===== src/rtl/ucsbece154b_branch_resolve_if.sv =====
// Bus between the branch-resolve block and its fetch / execute / predictor neighbours.
// The master side drives fetch-time prediction and execute-time outcome; the slave
// side (the resolver) returns next PC, mispredict flag, predictor updates and counters.
interface ucsbece154b_branch_resolve_if #(
   parameter int NUM_BTB_ENTRIES = 32,
   parameter int NUM_GHR_BITS    = 5
);
   localparam int BTB_IDX_W = $clog2(NUM_BTB_ENTRIES);

   logic [31:0]             pcF_i;
   logic                    BranchTakenF_i;
   logic [31:0]             BTBtargetF_i;
   logic [NUM_GHR_BITS-1:0] PHTaddrF_i;
   logic                    StallD_i;
   logic                    FlushD_i;
   logic                    FlushE_i;
   logic [6:0]              opE_i;
   logic                    TakenE_i;
   logic [31:0]             PCTargetE_i;

   logic [31:0]             PCnextF_o;
   logic                    MispredictE_o;
   logic                    PHTwe_o;
   logic                    PHTincrement_o;
   logic [NUM_GHR_BITS-1:0] PHTwriteaddress_o;
   logic                    GHRwe_o;
   logic                    GHRtaken_o;
   logic                    GHRreset_o;
   logic                    BTBwe_o;
   logic [BTB_IDX_W-1:0]    BTBwriteaddress_o;
   logic [31:0]             BTBwritedata_o;
   logic [31:0]             branch_count_o;
   logic [31:0]             mispredict_count_o;

   modport master (
      output pcF_i, BranchTakenF_i, BTBtargetF_i, PHTaddrF_i, StallD_i, FlushD_i, FlushE_i,
             opE_i, TakenE_i, PCTargetE_i,
      input  PCnextF_o, MispredictE_o, PHTwe_o, PHTincrement_o, PHTwriteaddress_o, GHRwe_o,
             GHRtaken_o, GHRreset_o, BTBwe_o, BTBwriteaddress_o, BTBwritedata_o,
             branch_count_o, mispredict_count_o
   );

   modport slave (
      input  pcF_i, BranchTakenF_i, BTBtargetF_i, PHTaddrF_i, StallD_i, FlushD_i, FlushE_i,
             opE_i, TakenE_i, PCTargetE_i,
      output PCnextF_o, MispredictE_o, PHTwe_o, PHTincrement_o, PHTwriteaddress_o, GHRwe_o,
             GHRtaken_o, GHRreset_o, BTBwe_o, BTBwriteaddress_o, BTBwritedata_o,
             branch_count_o, mispredict_count_o
   );
endinterface


===== src/rtl/ucsbece154b_branch_resolve.sv =====
// Branch resolver: carries each fetch's prediction through D and E, compares it with
// the real outcome in E, redirects fetch on a mispredict and drives PHT/GHR/BTB updates.
module ucsbece154b_branch_resolve #(
   parameter int NUM_BTB_ENTRIES = 32,
   parameter int NUM_GHR_BITS    = 5
) (
   input  logic                       clk,
   input  logic                       reset_i,
   ucsbece154b_branch_resolve_if.slave bus
);
   localparam int         BTB_IDX_W = $clog2(NUM_BTB_ENTRIES);
   localparam logic [6:0] OP_BRANCH = 7'b1100011;
   localparam logic [6:0] OP_JAL    = 7'b1101111;
   localparam logic [6:0] OP_JALR   = 7'b1100111;

   typedef struct packed {
      logic                    valid;
      logic [31:0]             pc;
      logic                    pred_taken;
      logic [31:0]             pred_target;
      logic [NUM_GHR_BITS-1:0] pht_addr;
   } stage_t;

   stage_t      stage_d, stage_e;
   logic        is_branch, is_jump, ctrl_e, actual_taken, target_wrong, mispredict;
   logic [31:0] branch_count_q, mispredict_count_q;

   // Classify the op in E and decide whether its prediction was wrong.
   always_comb begin
      is_branch    = stage_e.valid && (bus.opE_i == OP_BRANCH);
      is_jump      = stage_e.valid && ((bus.opE_i == OP_JAL) || (bus.opE_i == OP_JALR));
      ctrl_e       = is_branch || is_jump;
      actual_taken = is_jump || (is_branch && bus.TakenE_i);
      target_wrong = (stage_e.pred_target != bus.PCTargetE_i);
      mispredict   = ctrl_e && ((actual_taken != stage_e.pred_taken) ||
                                (actual_taken && target_wrong));
   end

   assign bus.MispredictE_o      = mispredict;
   assign bus.PCnextF_o          = mispredict ? (actual_taken ? bus.PCTargetE_i : stage_e.pc + 32'd4)
                                              : (bus.BranchTakenF_i ? bus.BTBtargetF_i : bus.pcF_i + 32'd4);
   assign bus.PHTwe_o            = is_branch && !reset_i;
   assign bus.GHRwe_o            = is_branch && !reset_i;
   assign bus.PHTincrement_o     = bus.TakenE_i;
   assign bus.GHRtaken_o         = bus.TakenE_i;
   assign bus.PHTwriteaddress_o  = stage_e.pht_addr;
   assign bus.GHRreset_o         = reset_i;
   assign bus.BTBwe_o            = ctrl_e && actual_taken && (!stage_e.pred_taken || target_wrong) && !reset_i;
   assign bus.BTBwriteaddress_o  = stage_e.pc[BTB_IDX_W+1:2];
   assign bus.BTBwritedata_o     = bus.PCTargetE_i;
   assign bus.branch_count_o     = branch_count_q;
   assign bus.mispredict_count_o = mispredict_count_q;

   // F->D and D->E prediction registers; a mispredict kills both wrong-path entries
   // and takes priority over a D stall.
   always_ff @(posedge clk) begin
      if (reset_i) begin
         stage_d <= '0;
         stage_e <= '0;
      end else begin
         if (bus.FlushD_i || mispredict)
            stage_d <= '0;
         else if (!bus.StallD_i)
            stage_d <= stage_t'{valid: 1'b1, pc: bus.pcF_i, pred_taken: bus.BranchTakenF_i,
                                pred_target: bus.BTBtargetF_i, pht_addr: bus.PHTaddrF_i};
         if (bus.FlushE_i || mispredict)
            stage_e <= '0;
         else
            stage_e <= stage_d;
      end
   end

   // Saturating performance counters for resolved control ops and mispredicts.
   always_ff @(posedge clk) begin
      if (reset_i) begin
         branch_count_q     <= '0;
         mispredict_count_q <= '0;
      end else begin
         if (ctrl_e && (branch_count_q != '1))
            branch_count_q <= branch_count_q + 32'd1;
         if (mispredict && (mispredict_count_q != '1))
            mispredict_count_q <= mispredict_count_q + 32'd1;
      end
   end
endmodule


===== src/flat_wrapper.sv =====
// flat-port wrapper written by rule: the top's interface ports become plain ports
module ucsbece154b_branch_resolve_flat 
#(
   parameter int NUM_BTB_ENTRIES = 32,
   parameter int NUM_GHR_BITS    = 5
)
  (clk, reset_i, bus_pcF_i, bus_BranchTakenF_i, bus_BTBtargetF_i, bus_PHTaddrF_i, bus_StallD_i, bus_FlushD_i, bus_FlushE_i, bus_opE_i, bus_TakenE_i, bus_PCTargetE_i, bus_PCnextF_o, bus_MispredictE_o, bus_PHTwe_o, bus_PHTincrement_o, bus_PHTwriteaddress_o, bus_GHRwe_o, bus_GHRtaken_o, bus_GHRreset_o, bus_BTBwe_o, bus_BTBwriteaddress_o, bus_BTBwritedata_o, bus_branch_count_o, bus_mispredict_count_o);
  ucsbece154b_branch_resolve_if #(.NUM_BTB_ENTRIES(NUM_BTB_ENTRIES), .NUM_GHR_BITS(NUM_GHR_BITS)) bus_i ();
  input  logic clk;
  input  logic reset_i;
  input wire logic [$bits(bus_i.pcF_i)-1:0] bus_pcF_i;
  input wire logic [$bits(bus_i.BranchTakenF_i)-1:0] bus_BranchTakenF_i;
  input wire logic [$bits(bus_i.BTBtargetF_i)-1:0] bus_BTBtargetF_i;
  input wire logic [$bits(bus_i.PHTaddrF_i)-1:0] bus_PHTaddrF_i;
  input wire logic [$bits(bus_i.StallD_i)-1:0] bus_StallD_i;
  input wire logic [$bits(bus_i.FlushD_i)-1:0] bus_FlushD_i;
  input wire logic [$bits(bus_i.FlushE_i)-1:0] bus_FlushE_i;
  input wire logic [$bits(bus_i.opE_i)-1:0] bus_opE_i;
  input wire logic [$bits(bus_i.TakenE_i)-1:0] bus_TakenE_i;
  input wire logic [$bits(bus_i.PCTargetE_i)-1:0] bus_PCTargetE_i;
  output wire logic [$bits(bus_i.PCnextF_o)-1:0] bus_PCnextF_o;
  output wire logic [$bits(bus_i.MispredictE_o)-1:0] bus_MispredictE_o;
  output wire logic [$bits(bus_i.PHTwe_o)-1:0] bus_PHTwe_o;
  output wire logic [$bits(bus_i.PHTincrement_o)-1:0] bus_PHTincrement_o;
  output wire logic [$bits(bus_i.PHTwriteaddress_o)-1:0] bus_PHTwriteaddress_o;
  output wire logic [$bits(bus_i.GHRwe_o)-1:0] bus_GHRwe_o;
  output wire logic [$bits(bus_i.GHRtaken_o)-1:0] bus_GHRtaken_o;
  output wire logic [$bits(bus_i.GHRreset_o)-1:0] bus_GHRreset_o;
  output wire logic [$bits(bus_i.BTBwe_o)-1:0] bus_BTBwe_o;
  output wire logic [$bits(bus_i.BTBwriteaddress_o)-1:0] bus_BTBwriteaddress_o;
  output wire logic [$bits(bus_i.BTBwritedata_o)-1:0] bus_BTBwritedata_o;
  output wire logic [$bits(bus_i.branch_count_o)-1:0] bus_branch_count_o;
  output wire logic [$bits(bus_i.mispredict_count_o)-1:0] bus_mispredict_count_o;
  assign bus_i.pcF_i = bus_pcF_i;
  assign bus_i.BranchTakenF_i = bus_BranchTakenF_i;
  assign bus_i.BTBtargetF_i = bus_BTBtargetF_i;
  assign bus_i.PHTaddrF_i = bus_PHTaddrF_i;
  assign bus_i.StallD_i = bus_StallD_i;
  assign bus_i.FlushD_i = bus_FlushD_i;
  assign bus_i.FlushE_i = bus_FlushE_i;
  assign bus_i.opE_i = bus_opE_i;
  assign bus_i.TakenE_i = bus_TakenE_i;
  assign bus_i.PCTargetE_i = bus_PCTargetE_i;
  assign bus_PCnextF_o = bus_i.PCnextF_o;
  assign bus_MispredictE_o = bus_i.MispredictE_o;
  assign bus_PHTwe_o = bus_i.PHTwe_o;
  assign bus_PHTincrement_o = bus_i.PHTincrement_o;
  assign bus_PHTwriteaddress_o = bus_i.PHTwriteaddress_o;
  assign bus_GHRwe_o = bus_i.GHRwe_o;
  assign bus_GHRtaken_o = bus_i.GHRtaken_o;
  assign bus_GHRreset_o = bus_i.GHRreset_o;
  assign bus_BTBwe_o = bus_i.BTBwe_o;
  assign bus_BTBwriteaddress_o = bus_i.BTBwriteaddress_o;
  assign bus_BTBwritedata_o = bus_i.BTBwritedata_o;
  assign bus_branch_count_o = bus_i.branch_count_o;
  assign bus_mispredict_count_o = bus_i.mispredict_count_o;
  ucsbece154b_branch_resolve #(.NUM_BTB_ENTRIES(NUM_BTB_ENTRIES), .NUM_GHR_BITS(NUM_GHR_BITS)) u_core (.clk(clk), .reset_i(reset_i), .bus(bus_i));
endmodule

===== config.mk =====
export PLATFORM = sky130hd
export DESIGN_NAME = ucsbece154b_branch_resolve_flat
export DESIGN_NICKNAME = d
export VERILOG_FILES = /design/src/rtl/ucsbece154b_branch_resolve_if.sv /design/src/rtl/ucsbece154b_branch_resolve.sv /design/src/flat_wrapper.sv
export SDC_FILE = /design/constraint.sdc
export NUM_CORES = 1
export LEC_CHECK = 0
export ABC_AREA = 1
export CAP_MARGIN = 5
export CORE_MARGIN = 5
export CORE_UTILIZATION = 51
export DETAILED_ROUTE_END_ITERATION = 7
export GPL_TIMING_DRIVEN = 0
export MAX_ROUTING_LAYER = met4
export PLACE_DENSITY = 0.81
export RECOVER_POWER = 100
export SETUP_SLACK_MARGIN = 0.05
export SLEW_MARGIN = 15
export SYNTH_ARGS = -nofsm -noshare
export SYNTH_HDL_FRONTEND = slang
export SYNTH_SLANG_ARGS = --single-unit

===== constraint.sdc =====
create_clock -name clk -period 7.4 [get_ports clk]
set_clock_uncertainty 0.05 [all_clocks]
set_input_delay 1.85 -clock clk [delete_from_list [all_inputs] [get_ports clk]]
set_output_delay 1.85 -clock clk [all_outputs]
set_load 0.03 [all_outputs]

==> flow_summary.yaml <==
run_status:
  outcome: "complete, no violations"
clock_network:
  cts_resized: 0
  cts_sinks: 206
  htreeDepth: 1
  root_buffer: "clkbuf_16"
  clk_latency_ns: 0.52
  cts_made_buffers: 23
  clk_pin_slew_worst_paths_ns: 0.06
  cts_setup_buffers: 0
  clk_path_buf_depth: 3
  hold_buffers: 0
  tritoncts: "yes"
worst_setup_path:
  crit_path_end_kind: "output port"
  crit_buf_inv: 4
  start_kind: "primary input"
  worstPathMaxFanout: 10
  critical_path.slowest_cell: "dlygate4sd3_1"
  r2r_slack_ns: 4.45
  crit_cells: 12
  worstPathCellList: "dlygate4sd3_1, xnor2_1, nand2_1, nor2_1, nand2_1, nor2_1, nand3_2, nand2_4, inv_2, clkbuf_1, o21ai_0, dlygate4sd3_1"
  reg2reg_depth: 10
  r2r_start: "u_core.stage_e[31]"
  cp_top_family: "buffers and inverters"
  reg2reg_to: "u_core.stage_e[37]"
  max_stage_delay_ns: 0.80
  cp.required_ns: 5.50
  arrival_ns: 5.33
  worstSetupPathType: "in -> out"
synthesis:
  ys_seq_area_share_pct: 35.0
  synth_flop_cell: "dfxtp_1"
  ys_types: 39
  avgSynthCellArea_um2: 6.21
  synthMostInstantiatedCell: "nand2_1"
  synth_seq_cells: 206
  syn_area_um2: 11800
  yosysWarnings: 0
  async_flop_share_pct: 0
  yosysTopAreaCell: "dfxtp_1"
  synth_top_area_share_pct: 35.0
  synth_fp_nets: 2015
  synthCells: 1896
  synth_edf_count: 0
  yosys-top-cells-count: "nand2_1 (526), nor2_1 (344), inv_1 (242)"
  synthTopCellsByArea: "dfxtp_1 (35%), nand2_1 (17%), nor2_1 (11%)"
global_route:
  antenna_found_initial: 0
  grt_pass1_vias: 12200
  grt_max_degree: 13
  grt_pass1_wl_um: 63600
  grt_overflow: 0
  grt_usage_pct: 31.1
sta:
  final.min_clock_period_ns: 7.23
  drv_slew: 0
  slew_headroom_pct: 41.4
  tightest_slew_ns: 0.879
  setup_tns_ns: 0
  rsz0062_at_grt: "false"
  setup_viol: 0
  max_freq_mhz: 138
  min_period_over_period_pct: 97.7
  hold_violations: 0
floorplanning:
  num_io_pins: 260
  die_h_um: 162
  dieArea_um2: 26200
  initial_core_util_pct: 51.9
  core-area_um2: 22700
  rows: 55
  dieWidth_um: 162
hold_path:
  worstHoldStart: "u_core.stage_d[22]"
  hold_end: "u_core.stage_e[22]"
  hold_class: "reg -> reg"
  whs_path_depth: 2
power_and_ir_drop:
  power.density_nw_per_um2: 174
  vdd_ir_drop_max_v: 0.000204
  power_mw: 2.68
  p_leak_nw: 6.70
final_layout:
  insertedDiodeCount: 0
  nets: 2295
  area_growth_syn_to_layout_pct: 30.8
  fillers: 2044
  layout-drive-gt1-share_pct: 4.80
drt:
  drt_pass1_iterations: 5
  viasPerCell: 5.16
  vias: 12800
  drc: 0
  wl_per_cell_um: 16.6
  drt-initial-drc-count: 915
  wirelength_um: 41100
  ant_nets: 0
placed_design:
  routabilityCongestion: 0.972
  dp_hpwl_um: 32900
  io_buffers: 255
job:
  drv_cap: 0
## through the flow
step | cells | utilization (%) | hold slack, ns | cell area (µm²) | worst slack, ns
6_report | 2473 | 67.9 | 0.378 | 15400 | 0.173
5_1_grt | 2473 | 67.9 | 0.387 | 15400 | 0.102
4_1_cts | 2473 | 68.1 | 0.372 | 15500 | 0.350
3_5_place_dp | 2436 | 64.7 | 0.373 | 14700 | 0.388
3_3_place_gp | 2436 | 64.7 | 0.367 | 14700 | 0.447
2_1_floorplan | 1896 | - | 0.366 | 11800 | 1.93
## logic make-up after synthesis
| logic type | Yosys count | share of synthesized area [%] |
|---|---|---|
| simple gates | 1073 | 37.7 |
| buf+inv | 364 | 13.5 |
| flops | 206 | 35.0 |
| compound gates | 171 | 7.53 |
| xor+xnor | 68 | 5.06 |
| mux | 10 | 0.850 |
| fa+ha+maj | 4 | 0.425 |
## sequential cells by signal, summed over array words and instances (netlist names)
| register | cells |
|---|---|
| u_core.bus.BTBwriteaddress_o | 5 |
| u_core.bus.PHTwriteaddress_o | 5 |
| u_core.bus.branch_count_o | 32 |
| u_core.bus.mispredict_count_o | 32 |
| u_core.stage_d | 71 |
| u_core.stage_e | 61 |
## worst max-delay path by stage
| stage | start | endpoint |
|---|---|---|
| 2_1_floorplan | bus_pcF_i[2] | bus_PCnextF_o[16] |
| 3_3_place_gp | bus_PCTargetE_i[26] | bus_PCnextF_o[12] |
| 3_5_place_dp | bus_PCTargetE_i[26] | bus_PCnextF_o[12] |
| 4_1_cts | bus_PCTargetE_i[26] | bus_PCnextF_o[12] |
| 5_1_grt | bus_PCTargetE_i[26] | bus_PCnextF_o[10] |
| 6_report | bus_PCTargetE_i[26] | bus_PCnextF_o[10] |
## final cells by class
| class | count | area, µm² | area share, % |
|---|---|---|---|
| multi-input combinational | 1326 | 6050 | 39.3 |
| sequential | 206 | 4120 | 26.8 |
| timing repair buffer | 255 | 2550 | 16.6 |
| inverter | 245 | 920 | 5.97 |
| clock buffer | 31 | 666 | 4.32 |
| buffer | 119 | 634 | 4.12 |
| tap | 285 | 357 | 2.31 |
| clock inverter | 6 | 111 | 0.722 |
## power breakdown
part	switching, mW	leakage (nW)	total [mW]	internal (mW)
Clock	0.449	0.380	1.18	0.729
Combinational	0.210	4.65	0.358	0.148
Sequential	0.00903	1.67	1.14	1.13
## layer usage
metal,global-route usage (%),up-vias,share of wire [%]
li1,-,6413,-
met1,37.0,5727,40
met4,10.0,0,3.3
met2,53.4,538,48
met5,-,-,0
met3,5.61,84,8.1
## worst min-delay path: stages (launching register included)
cell	delay, ns
dfxtp_1	0.30
inv_1	0.06
nor2_1	0.04
## cell usage in the layout (no fill, tap or decap), types with 2 or more instances in the layout
master,synthesis,layout
bufinv_16,0,3
xor2_1,32,32
nor4_1,3,3
nand2_1,526,527
buf_4,50,47
clkbuf_16,0,23
o211ai_1,3,3
nand3b_1,3,4
a21oi_1,26,26
nand3_1,82,83
nand4_1,62,62
nor2_1,344,344
or2_2,6,6
inv_1,242,243
clkdlybuf4s50_1,0,110
buf_2,20,9
clkbuf_8,0,6
o21bai_1,4,4
and3_1,2,2
dlygate4sd3_1,0,145
buf_1,4,4
mux2i_1,10,10
xnor2_1,36,36
clkbuf_1,44,61
nor3_2,2,2
nor2_2,2,2
nand3_2,3,2
o21ai_0,132,132
nor3_1,32,32
ha_1,4,4
dfxtp_1,206,206
nor3b_1,3,3
No activity file was read; power rests on OpenSTA's default activity.
